## src/rtl/cpu_pkg.sv

```systemverilog
// Shared CPU definitions: PC_SEL encodings, fetch FSM states and instruction width.
package cpu_pkg;

  localparam int unsigned INST_W   = 32;
  localparam int unsigned PC_SEL_W = 2;

  typedef enum logic [PC_SEL_W-1:0] {
    PCSEL_INC    = 2'b00,
    PCSEL_BR_REL = 2'b01,
    PCSEL_BR_REG = 2'b10,
    PCSEL_HOLD   = 2'b11
  } pc_sel_e;

  typedef enum logic [1:0] {
    S_FETCH = 2'b00,
    S_WAIT  = 2'b01,
    S_EXEC  = 2'b10,
    S_HALT  = 2'b11
  } fetch_state_e;

endpackage

```

## src/rtl/pc_next_calc.sv

```systemverilog
// Next-PC selection for the fetch unit; forces word alignment and flags misaligned targets.
module pc_next_calc
  import cpu_pkg::*;
#(
  parameter int unsigned ADDR_W = 64
) (
  input  logic [ADDR_W-1:0] pc,
  input  pc_sel_e           pc_sel,
  input  logic [ADDR_W-1:0] br_offset,
  input  logic [ADDR_W-1:0] reg_target,
  output logic [ADDR_W-1:0] next_pc,
  output logic              misalign_hit
);

  logic [ADDR_W-1:0] target;

  always_comb begin
    target = pc;
    unique case (pc_sel)
      PCSEL_INC:    target = pc + ADDR_W'(4);
      PCSEL_BR_REL: target = pc + br_offset;
      PCSEL_BR_REG: target = reg_target;
      PCSEL_HOLD:   target = pc;
      default:      target = pc;
    endcase

    // Hold keeps PC exactly; every computed target is word-aligned on the way in.
    if (pc_sel == PCSEL_HOLD) begin
      next_pc      = pc;
      misalign_hit = 1'b0;
    end else begin
      next_pc      = {target[ADDR_W-1:2], 2'b00};
      misalign_hit = (target[1:0] != 2'b00);
    end
  end

endmodule

```

## src/rtl/instr_fetch_unit.sv

```systemverilog
// Fetch stage: owns PC and IR, issues reads on the shared RAM bus and hands a stable Inst to the CU.
module instr_fetch_unit
  import cpu_pkg::*;
#(
  parameter int unsigned       ADDR_W   = 64,
  parameter logic [ADDR_W-1:0] RESET_PC = '0,
  parameter int unsigned       WAIT_MAX = 15
) (
  input  logic               clock,
  input  logic               Reset,
  input  logic               IL,
  input  logic [1:0]         PC_SEL,
  input  logic [ADDR_W-1:0]  br_offset,
  input  logic [ADDR_W-1:0]  reg_target,
  input  logic [INST_W-1:0]  mem_rdata,
  input  logic               mem_ready,
  output logic [ADDR_W-1:0]  mem_addr,
  output logic               EN_ADDR_PC,
  output logic               RCS,
  output logic               RR,
  output logic [INST_W-1:0]  Inst,
  output logic               inst_valid,
  output logic [ADDR_W-1:0]  PC,
  output logic               misalign
);

  localparam int unsigned CNT_W = $clog2(WAIT_MAX + 1);

  fetch_state_e      state_q,      state_d;
  logic [ADDR_W-1:0] pc_q,         pc_d;
  logic [INST_W-1:0] inst_q,       inst_d;
  logic              inst_valid_q, inst_valid_d;
  logic              misalign_q,   misalign_d;
  logic              bus_q,        bus_d;
  logic [ADDR_W-1:0] mem_addr_q,   mem_addr_d;
  logic [CNT_W-1:0]  wait_cnt_q,   wait_cnt_d;

  logic [CNT_W-1:0]  wait_inc;
  logic [ADDR_W-1:0] next_pc;
  logic              misalign_hit;

  pc_next_calc #(
    .ADDR_W (ADDR_W)
  ) u_pc_next_calc (
    .pc           (pc_q),
    .pc_sel       (pc_sel_e'(PC_SEL)),
    .br_offset    (br_offset),
    .reg_target   (reg_target),
    .next_pc      (next_pc),
    .misalign_hit (misalign_hit)
  );

  assign wait_inc = wait_cnt_q + CNT_W'(1);

  // Bus strobes are registered, so they are high during WAIT and low while FETCH sets up.
  always_comb begin
    state_d      = state_q;
    pc_d         = pc_q;
    inst_d       = inst_q;
    inst_valid_d = inst_valid_q;
    misalign_d   = misalign_q;
    wait_cnt_d   = wait_cnt_q;
    bus_d        = 1'b0;

    unique case (state_q)
      S_FETCH: begin
        bus_d      = 1'b1;
        wait_cnt_d = '0;
        state_d    = S_WAIT;
      end
      S_WAIT: begin
        if (mem_ready) begin
          inst_d       = mem_rdata;
          inst_valid_d = 1'b1;
          wait_cnt_d   = '0;
          state_d      = S_EXEC;
        end else if (wait_inc == CNT_W'(WAIT_MAX)) begin
          wait_cnt_d = '0;
          state_d    = S_FETCH;
        end else begin
          wait_cnt_d = wait_inc;
          bus_d      = 1'b1;
        end
      end
      S_EXEC: begin
        if (IL) begin
          inst_valid_d = 1'b0;
          pc_d         = next_pc;
          misalign_d   = misalign_q | misalign_hit;
          state_d      = (PC_SEL == PCSEL_HOLD) ? S_HALT : S_FETCH;
        end
      end
      S_HALT: begin
        inst_valid_d = 1'b0;
      end
      default: begin
        state_d = S_FETCH;
      end
    endcase

    mem_addr_d = bus_d ? pc_q : '0;
  end

  always_ff @(posedge clock) begin
    if (Reset) begin
      state_q      <= S_FETCH;
      pc_q         <= RESET_PC;
      inst_q       <= '0;
      inst_valid_q <= 1'b0;
      misalign_q   <= 1'b0;
      bus_q        <= 1'b0;
      mem_addr_q   <= '0;
      wait_cnt_q   <= '0;
    end else begin
      state_q      <= state_d;
      pc_q         <= pc_d;
      inst_q       <= inst_d;
      inst_valid_q <= inst_valid_d;
      misalign_q   <= misalign_d;
      bus_q        <= bus_d;
      mem_addr_q   <= mem_addr_d;
      wait_cnt_q   <= wait_cnt_d;
    end
  end

  assign mem_addr   = mem_addr_q;
  assign EN_ADDR_PC = bus_q;
  assign RCS        = bus_q;
  assign RR         = bus_q;
  assign Inst       = inst_q;
  assign inst_valid = inst_valid_q;
  assign PC         = pc_q;
  assign misalign   = misalign_q;

endmodule
```

## config.mk

```make
export PLATFORM = sky130hd
export DESIGN_NAME = instr_fetch_unit
export DESIGN_NICKNAME = d
export VERILOG_FILES = /design/src/rtl/cpu_pkg.sv /design/src/rtl/pc_next_calc.sv /design/src/rtl/instr_fetch_unit.sv
export SDC_FILE = /design/constraint.sdc
export NUM_CORES = 1
export LEC_CHECK = 0
export BUFFER_PORTS_ARGS = -buffer_cell sky130_fd_sc_hd__buf_2
export CAP_MARGIN = 20
export CORE_ASPECT_RATIO = 1.5
export CORE_MARGIN = 2
export CORE_UTILIZATION = 35
export DETAILED_ROUTE_END_ITERATION = 10
export MAX_ROUTING_LAYER = met4
export PLACE_DENSITY = 0.59
export REMOVE_ABC_BUFFERS = 1
export SYNTH_ARGS = -nofsm -noshare
export SYNTH_HDL_FRONTEND = slang
export SYNTH_SLANG_ARGS = --single-unit
```

## constraint.sdc

```tcl
create_clock -name clock -period 5.42 [get_ports clock]
set_input_delay 1.084 -clock clock [delete_from_list [all_inputs] [get_ports clock]]
set_output_delay 1.084 -clock clock [all_outputs]
set_load 0.01 [all_outputs]
```

==> results of run 1 <==
==> per-stage QoR <==
step / utilization (%) / setup slack, ps / cells / hold WS (ps) / instance area (µm²)
2_1_floorplan: - / 313.7 / 1222 / 474.3 / 9727
3_3_place_gp: 41.76 / 808.9 / 1909 / 439.4 / 11910
3_5_place_dp: 41.76 / 752.9 / 1909 / 444.3 / 11910
4_1_cts: 43.92 / 1225 / 1939 / 453.1 / 12530
5_1_grt: 44.05 / 945.7 / 1944 / 469.3 / 12570
6_report: 44.05 / 1136 / 1944 / 451.0 / 12570
==> final cells by class <==
type	count	area (µm²)	share of cell area [%]
Inverter	29	108.9	0.8663
Clock buffer	22	464.2	3.694
Timing Repair Buffer	337	1737	13.82
Clock inverter	8	150.1	1.195
Multi-Input combinational cell	1028	6354	50.56
Sequential cell	165	3303	26.29
Antenna cell	4	10.01	0.07966
Tap cell	351	439.2	3.495
==> tightest hold or removal path: stages (launching register included) <==
cell and delay [ps]:
dfxtp_1 300, nand2_1 50, a21oi_1 50
==> flip-flops by register name, summed over array words and instances, names as in the netlist <==
signal,count
PC,62
mem_addr,62
Inst,32
wait_cnt_q,4
state_q,2
EN_ADDR_PC,1
inst_valid,1
misalign,1
==> metal layers <==
metal  part of all wire [%]  wire, µm  track usage [%]  vias up
met1                     39     14290            25.86     4802
li1                       -         -                -     5138
met5                      0         0                -        -
met3                    5.8      2142            5.293       79
met4                    3.8      1407            11.47        0
met2                     52     19120            44.81      378
==> power by group through the flow <==
| stage | Sequential [mW] | Clock (mW) | Combinational [mW] |
|---|---|---|---|
| 2_1_floorplan | 1.30 | 0 | 0.176 |
| 3_3_place_gp | 1.29 | 0 | 0.376 |
| 3_5_place_dp | 1.29 | 0 | 0.378 |
| 4_1_cts | 1.26 | 1.34 | 0.380 |
| 5_1_grt | 1.26 | 1.39 | 0.422 |
| 6_report | 1.26 | 1.31 | 0.382 |
==> final timing paths <==
kind,start,endpoint,depth (start not counted)
worst max-delay path,PC_SEL[0],PC[52],16
worst min-delay path,Inst[16],Inst[16],2
worst min register to register,Inst[16],Inst[16],2
worst max register to register,PC[2],PC[52],13
==> placed cells by master (no fill, tap or decap), types with 32 or more instances in the layout <==
master	instances
dfxtp_1	165
nand2_1	145
nor2_1	120
xnor2_1	34
o21ai_0	64
ha_1	68
and2_1	124
a211oi_1	32
buf_2	325
a21oi_1	144
==> kinds of logic after synthesis <==
family          after synthesis  synth area share (%)
flops                       165                 32.74
simple gates                503                 24.40
buf+inv                     120                 4.775
xor+xnor                     47                 4.080
mux                           3                0.2977
fa+ha+maj                    69                 8.632
other cells                   1               0.03717
compound gates              402                 25.04
==> results.md, run 1 <==
- The fraction of final layout cells with drive strength greater than 1 is 24.23%.
- The number of DRC violations after detailed-routing iteration 0 is about 390.
- Relative to the synthesized area, the layout overhead comes to 24.56%.
- The via count of the first global-routing pass is slightly above 10,000.
- The CTS buffer count is 17.
- After detailed routing, the average wire length per cell comes to around 19 µm.
- The largest single stage delay on the critical path is roughly 550 ps.
- The number of resized instances in the post-cts repair step is 0.
- The clock slew seen by the registers of the worst setup and hold paths is approximately 60 ps.
- The number of search-and-repair iterations in the first detailed-routing pass is 5.
- Power comes to slightly below 3 mW.
- STA classifies the critical path endpoint as a flip-flop.
- The remaining antenna violation count is 0.
- The internal power is between 2 and 2.5 mW.
- TritonCTS built the clock tree.
- The async set or reset register ratio after synthesis is 0%.
- The number of clock sinks seen by CTS is 165.
- Yosys printed 0 warnings.
- The slowest stage of the critical path belongs to the cell a211oi_1.
- The first global-routing pass estimated around 56,000 µm of wire.
- The kind of launch point of the worst setup path is an input port.
- Net switching is approximately a quarter of the power.
- The post-detailed-placement half-perimeter wirelength is 28,520 µm.
- The fill cell instance count of the final layout is 2,951.
- Setup repair after global routing left no endpoint under its margin.
- Summed over all nets, the switching power comes to about 0.8 mW.
- The die extent in y is 211.9 µm.
- Detailed routing inserted a total of a little over 10,000 vias.
- The final layout contains about 1,800 nets.
- The largest area contributor in the synthesized netlist is dfxtp_1.
- Dividing the synthesized area by the synthesized cell count gives approximately 7.7 µm².
- The final hold violation count came to 0.
- The maximum fanout encountered on the critical timing path is 8.
- Traced cell by cell, the critical path runs through buf_2, nor2b_4, nand2b_1, ha_1, inv_1, fa_1, nand2b_1, a211oi_1, o21ai_1, a31oi_1, a31oi_1, o31ai_1, nor2_1, xnor2_1, a221oi_1, nor3_1.
- The worst-case IR drop observed on VDD is approximately 0.00023 V.
- The area of the die is 0.03023 mm².
- Between clock sinks in the finished design, the worst skew comes to 11.91 ps.
- The worst relative slew slack is a little under 30%.
- Summed over all failing endpoints, the final setup total negative slack is 0 ps.
- The worst setup path is of the in2reg kind.
- The critical path arrival is 4600 ps.
- In the synthesized netlist the dominant register cell turns out to be dfxtp_1.
- After synthesis, the netlist uses between 60 and 70 different library cells.
- The logic gate share of total power is between 10% and 20%.
- The number of buffer and inverter stages on the critical path is 2.
- The number of hold buffers added after CTS was 0.
- The number of enable flip-flop cells after synthesis is 0.
- Power spread over the standard cell area amounts to around 240 mW/mm².
- The initial antenna violation count was 4.
- Once the floorplan was initialized, standard cells occupied between 30% and 40% of the core.
- The share of total power dissipated in sequential elements is ~43%.
- For the pin with the worst max-slew slack, the measured transition is 1066 ps.
- Of the total power, the clock network draws roughly 45%.
- Sorting the synthesized cells by how often they occur yields dfxtp_1, a21oi_1, nand2_1, and2_1, nor2_1.
- In this run the core area contains 76 standard-cell rows.
- Measured along the x axis, the die boundary spans between 100 and 150 µm.
- In the post-synthesis netlist, the biggest area contributors are dfxtp_1, ha_1, and2_1.
- Data on the critical path is required at its endpoint by around 5700 ps.
- The reg2reg setup slack is around 1700 ps.
- After synthesis, flip-flops and latches occupy 32.74% of the total area.
- Yosys instantiated no cell more often than dfxtp_1.
- The tool flagged a number of max-cap violations equal to 0.
- Setup violations remaining at the end of the flow were counted as 0.
- Counting along the longest clock path gives a buffer depth of 2.
- The total overflow left after global routing is 0.
- The final max-slew violation count was 0.
- Once the clock tree was built, the setup fixing pass inserted 0 buffers.
- The cell area that synthesis handed to floorplanning was 0.01009 mm².
- The top-area cell type share of the netlist area is 32.74%.
- The smallest clock period supported by the final layout is computed as between 4000 and 5000 ps.
- The DRC violation count after routing is 0.
- The count of pins on the block boundary is between 300 and 400.
- The count of input and output buffers is around 330.
- The core region is 0.02853 mm².
- The static power due to leakage is around 5.9 nW.
- The average via count per standard cell is roughly 5.3.
- Counting flops and latches in the post-synthesis netlist gives 165.
- The latest clock arrival within the worst-skew pair is between 400 and 500 ps.
- Clock tree synthesis selected as its root buffer the cell clkbuf_16.
- Global routing consumed, over all layers together, 24.95% of the routing resources.
- In this run the worst hold path is classified as reg2reg.
- The synthesized instance count is 1,310.
- The worst path uses between 70% and 80% of the clock period.
- The largest net degree at the start of global routing is 64.
- The maximum level of the CTS H-tree is 4.
- For this run, the top clock speed supported by timing is between 200 and 250 MHz.
- The run finished with clean final reports.
- The final weighted congestion in routability-driven placement is 0.9069.
- After detailed routing, the total wire length is about 37,000 µm.
- The family with the most delay on the worst path is compound AO/OA/AOI/OAI gates.
Power figures use the tool's default switching activity.
==> run 2: changes to the inputs <==
clock period = 4.1 ns   (was 5.42 ns; I/O delays follow)
==> run 2 against run 1 <==
Compared with the run above: cell count increased by 5.3%; critical path depth unchanged; via count grew 4.0%; core utilization increased by 2.8 points; first-iteration DRC count is 8.4% higher.
==> results.md, run 2 (synthesis results as in run 1) <==
- The finished cells cover about 0.013 mm².
- Setup violations remaining at the end of the flow were counted as 0.
- Pin placement for this block handled 331 I/O pins.
- The clock tree from TritonCTS is built.
- The floorplan step set the die width to 142.6 µm.
- After detailed routing, the number of vias per cell comes to around 5.3.
- The HPWL after detailed placement is between 20,000 and 30,000 µm.
- For this design the ratio of total power to cell area is around 290 mW/mm².
- In this run the critical register-to-register path is launched from PC[2].
- Once the floorplan was initialized, standard cells occupied a little over a third of the core.
- After clock tree synthesis, the repair step resized 0 gates.
- The die is around 210 µm tall.
- The final route contains 10,810 vias.
- The initial antenna violation count was 6.
- At the worst endpoint, the required time is about 4400 ps.
- After detailed routing, the average wire length per cell comes to between 15 and 20 µm.
- The pre-antenna-repair detailed-routing pass consisted of 5 iterations.
- In the layout the commonest cells are buf_2, dfxtp_1, nand2_1.
- The setup check on the worst reg-to-reg path leaves a slack of ~600 ps.
- The number of DRC violations after detailed-routing iteration 0 is approximately 420.
- After clock tree synthesis, the clock-pin slew on the worst setup and hold paths is 60 ps.
- Input and output buffers added on the ports amount to around 330.
- The fmax is ~250 MHz.
- The flow ran to the end, and the final reports show no timing, DRC or antenna violations.
- In this run the deepest clock path goes through 2 buffers.
- Global routing used between 20% and 30% of the available tracks across all layers.
- The area of the die is slightly above 0.03 mm².
- The largest net degree at the start of global routing is 48.
- The final hold violation count is 0.
- The layout overhead on the synthesized area is 32.43%.
- The layout net count is around 1,900.
- For this run, design rule violations remaining after detail routing come to 0.
- At the placement stage, the worst setup path has a slack of -229.7 ps.
- The worst-case IR drop observed on VDD is approximately 0.00031 V.
- The worst setup path endpoint is PC[57].
- The kind of launch point of the worst setup path is an input port.
- At the end of routability-driven placement, the weighted congestion stood at 0.9658.
- The worst register-to-register path has a depth of 15.
- For the worst-skew pair, the clock arrives at the later sink with an insertion delay of around 450 ps.
- The tool flagged a number of max-cap violations equal to 0.
- The via count of the first global-routing pass came to between 10,000 and 15,000.
- Across all setup checks in the final design, the least slack found is 139.9 ps.
- The global-route wire length before repair is roughly 57,000 µm.
- The source of the critical timing path is PC_SEL[0].
- The maximum level of the CTS H-tree is 4.
- The actual transition at the worst max-transition pin is roughly 1000 ps.
- The worst path needs roughly 4000 ps of the cycle, external delays included.
- The endpoint of the lowest-slack register-to-register path is PC[52].
- The static power due to leakage is 6.395 nW.
- The class of the most critical setup path is in2reg.
- The final core utilization is between 40% and 50%.
- The cell at the root of the clock tree is clkbuf_16.
- The final max-slew violation count is 0.
- The CTS buffer count is 17.
- The count of nets left with antenna violations once routing finished came out at 0.
- The floorplan has 76 rows.
- STA classifies the critical path endpoint as a flip-flop.
- Data arrives at the worst endpoint at about 4300 ps.
- Cells with a size suffix above 1 make up slightly below 30% of the layout.
- The total area inside the core boundary comes to 0.02853 mm².
- Of all nets on the critical path, the largest fanout is 40.
- The sum of overflow across all layers after global routing is 0.
- Hold timing on the final database bottoms out at a slack of approximately 450 ps.
- The post-CTS setup-driven buffer insertion count is 0.
- The setup skew after layout is 9.954 ps.
- The worst relative slew slack is around a third.
- The number of hold buffers added after CTS was 0.
- Setup repair after global routing left no endpoint under its margin.
- After detailed placement, the total cell area comes to 0.01272 mm².
- Dividing the final minimum period by the clock period gives 96.59%.
- The wire length reported by the detailed router is between 30,000 and 40,000 µm.
- The path class of the lowest-slack min-delay path is reg2reg.
- The leading cell type in the layout, fill and taps excluded is buf_2.
- The number of clock sinks seen by CTS is around 170.
run 2: changes by cell type in the layout (fill, tap and decap cells not counted), sizes merged:
| cell | delta |
|---|---|
| buf | +102 |
| diode | +2 |
| clkinv | +3 |
| clkinvlp | -1 |
| clkbuf | -3 |
run 2: area by class of cell:
type | count | area [µm²]
tap | 351 | 439.2
inverter | 29 | 108.9
fill | 2918 | 15170
multi-input combinational | 1028 | 6354
antenna | 6 | 15.01
clock buffer | 19 | 442.9
timing repair buffer | 439 | 2540
sequential | 165 | 3303
clock inverter | 10 | 157.7
run 2: report_power, final:
group	total (mW)	internal (mW)	switching [mW]
Sequential	1.67	1.64	0.0260
Clock	1.69	1.02	0.669
Combinational	0.544	0.226	0.318
run 2: stage by stage:
step	setup TNS (ps)	std cells	power, mW
2_1_floorplan	-21940	1222	1.950
3_3_place_gp	-923.8	2011	2.239
3_5_place_dp	-1126	2011	2.243
4_1_cts	0	2040	3.940
5_1_grt	0	2047	4.058
6_report	0	2047	3.901
run 2: worst max-delay path, cell delays in order:
cell,delay (ps)
buf_2,170
nor2b_4,280
buf_12,230
and2_1,150
ha_1,190
and3_1,190
and3_1,210
o211ai_1,240
a31oi_1,290
o21ai_1,110
buf_4,150
o21ai_2,390
a21oi_1,220
o21ai_1,200
xnor2_1,80
a2111oi_0,360
run 2: worst min-delay path by stage:
stage                        from       endpoint  slack, ps  cells after the start
finish                   Inst[26]       Inst[26]        450                      2
global route             Inst[22]       Inst[22]        470                      2
CTS                       Inst[2]        Inst[2]        450                      2
detailed placement       Inst[21]       Inst[21]        440                      2
global placement          Inst[3]        Inst[3]        440                      2
floorplan           wait_cnt_q[3]  wait_cnt_q[3]        470                      2
run 2: per-layer routing:
metal	wire, µm	track usage [%]	part of all wire, %	vias up
li1	-	-	-	5342
met1	14420	25.88	38	5027
met2	19850	46.83	53	385
met3	2200	4.750	5.9	59
met4	1073	9.662	2.9	0
met5	0	-	0	-
==> run 3: changes to the inputs <==
CORE_ASPECT_RATIO = 0.6   (was 1.5)
==> run 3 against run 2 <==
Compared with the run above: sequential share of layout area rose by 0.10 points; power rose by 0.84%; cell count rose by 0.49%; clock power rose by 2%; combinational power barely moved; critical path depth did not move; non-clock buffer count fell by 11; largest power group unchanged; fmax rose by 3.4%; largest cell class unchanged; count of clock-buffer cells in the layout rose by 2; worst setup slack improved by 130 ps; register-to-register slack improved by 140 ps; worst hold slack improved by 0.97 ps.
==> results.md, run 3 (synthesis results as in run 1) <==
- The sum of met3 wire segment lengths after detailed routing is 2377 µm.
- The analysis attributes to cell leakage a power of 6.311 nW.
- The setup total negative slack is 0 ps.
- The worst pin sits at a relative slew slack of 32.76%.
- The initial antenna violation count came to 1.
- STA classifies the critical path endpoint as a flip-flop.
- Before CTS, the worst setup slack after placement is -235.6 ps.
- Cells fill a little under half of the core in the end.
- The first global-routing pass estimated 57,580 µm of wire.
- The number of search-and-repair iterations in the first detailed-routing pass is 5.
- The floorplan step set the die width to roughly 220 µm.
- The path class of the lowest-slack min-delay path is reg2reg.
- The floorplan step defined a core boundary enclosing approximately 0.029 mm².
- The count of vias placed by the detailed router is between 10,000 and 15,000.
- The count of pins on the block boundary is 331.
- Timing would allow up to approximately 260 MHz.
- The proportion of power drawn by the clock network is a little over two fifths.
- For this run, design rule violations remaining after detail routing come to 0.
- The sum of overflow across all layers after global routing is 0.
- The kind of launch point of the worst setup path is an input port.
- The cell sitting at the root of the clock tree is a clkbuf_16.
- Entering global routing, the biggest net connects 78 pins.
- The setup check on the worst reg-to-reg path leaves a slack of about 740 ps.
- After detailed routing, the total wire length is ~38,000 µm.
- The worst flop-to-flop path startpoint is PC[2].
- The setup violation total in the final timing report is 0.
- The logic gate share of total power is between 10% and 20%.
- The via count of the first global-routing pass came to between 9,000 and 10,000.
- The total global routing track utilization is roughly 25%.
- The minimum clock period after layout is about 3800 ps.
- The class of the most critical setup path is in2reg.
- The final max-slew violation count came to 0.
- The worst register-to-register path ends at PC[62].
- Tracing the worst setup path back leads to its startpoint at PC_SEL[0].
- The layout net count is 1,904.
- After floorplanning, the core was divided into 48 placement rows.
- The analysis attributes to net switching a power of 1.061 mW.
- The area of the die is between 0.03 and 0.04 mm².
- The clock reaches the later pin of the worst-skew pair after ~450 ps.
- The number of clock sinks seen by CTS is roughly 170.
- The worst setup path endpoint is PC[62].
- The hold buffer count at CTS is 0.
- The power density of the placed cells is around 300 mW/mm².
- The final clock period utilization by the worst path is between 90 and 100%.
- The final hold violation count is 0.
- The library cells used most frequently in the layout, excluding fill and tap cells, are buf_2, dfxtp_1, nand2_1.
- Compared with the post-synthesis result, the final layout area differs by 31.87%.
- Buffers inserted during clock tree synthesis total 17.
- The average via count per standard cell is between 5 and 6.
- For this block, wires on met1 add up to about 20,000 µm.
- Setup repair after global routing left no endpoint under its margin.
- Cell internal power was estimated by the tool at between 2 and 3 mW.
- The final weighted congestion in routability-driven placement is 0.9692.
- The tool flagged a number of max-cap violations equal to 0.
- Data arrives at the worst endpoint at ~4200 ps.
- After detailed routing, the met2 layer carries around 15,000 µm of wire.
- The final total power is around 4 mW.
- The post-route netlist has roughly 29% of its cells at a drive strength greater than 1.
- The actual transition at the worst max-transition pin is between 1000 and 1500 ps.
- The average wire length per cell after detail routing is around 18 µm.
- The switching share of power is 26.97%.
- Across the routed clock network, the largest skew measured is between 15 and 20 ps.
- The die extent in y is roughly 140 µm.
- The run finished with clean final reports.
- The clock tree from TritonCTS is built.
- The count of buffers added on input and output ports is between 300 and 400.
- The post-detailed-placement half-perimeter wirelength is between 20,000 and 30,000 µm.
- Across all setup checks in the final design, the least slack found is between 200 and 300 ps.
- The highest layer touched by signal routing is met4.
- The maximum fanout encountered on the critical timing path is 10.
- The number of DRC violations after detailed-routing iteration 0 is 980.
- Across the VDD grid, the largest voltage drop is around 0.00027 V.
- The maximum level of the CTS H-tree is 4.
- The leading cell type in the layout, fill and taps excluded is buf_2.
- The detail route stage leaves a number of antenna-violating nets equal to 0.
- The register share of total power is between 40 and 50%.
- After clock tree synthesis, the clock-pin slew on the worst setup and hold paths is about 70 ps.
- The worst-case reg-to-reg path depth is 14.
- The required time of the worst setup path is between 4000 and 5000 ps.
- The maximum root-to-sink buffer count is 2.
- The starting density of the core is about 35%.
-- run 3: layer usage --
layer | vias up | track usage [%]
met5 | - | -
met4 | 0 | 3.691
met3 | 20 | 4.988
met2 | 349 | 34.05
met1 | 5077 | 39.03
li1 | 5314 | -
-- run 3: layout make-up --
cell class	instances	area [µm²]
diodes	1	2.502
inverters	29	108.9
clock inverters	10	146.4
clock buffers	21	470.5
well taps	375	469.2
fillers	2914	15220
multi-input cells	1028	6359
repair buffers	428	2445
flip-flops and latches	165	3303
-- run 3: power groups by stage --
| stage | clock, mW | sequential (mW) | combinational [mW] |
|---|---|---|---|
| floorplan | 0 | 1.72 | 0.233 |
| global placement | 0 | 1.70 | 0.528 |
| detailed placement | 0 | 1.70 | 0.535 |
| CTS | 1.77 | 1.67 | 0.538 |
| global route | 1.83 | 1.67 | 0.596 |
| finish | 1.73 | 1.67 | 0.542 |
-- run 3: metrics by stage --
step                instance area [µm²]  std cells  hold slack, ps
global route                      13300       2057           469.9
global placement                  12660       2023           438.7
finish                            13300       2057           452.7
detailed placement                12660       2023           445.8
CTS                               13270       2054           454.8
floorplan                          9727       1222           474.3
-- run 3: repair_timing --
item                       in CTS  in global routing
setup endpoints to repair       0                  4
setup buffers                   0                  1
gates resized for setup         0                  1
-- run 3: critical path: stages --
cell and delay [ps]:
buf_2 140, nor2b_4 290, buf_4 210, nand2_1 100, fa_1 410, nand2b_1 170
a211oi_1 240, buf_4 170, o21ai_1 90, a21oi_1 290, o31ai_2 130, a21oi_2 370
a311oi_4 170, o21ai_2 210, nor4b_2 70, a211o_1 290
-- run 3: worst min-delay path by stage --
stage	endpoint	cells after the start	slack, ps	startpoint
2_1_floorplan	wait_cnt_q[3]	2	470	wait_cnt_q[3]
3_3_place_gp	Inst[18]	2	440	Inst[18]
3_5_place_dp	Inst[29]	2	450	Inst[29]
4_1_cts	Inst[12]	2	450	Inst[12]
5_1_grt	Inst[23]	2	470	Inst[23]
6_report	Inst[3]	2	450	Inst[3]
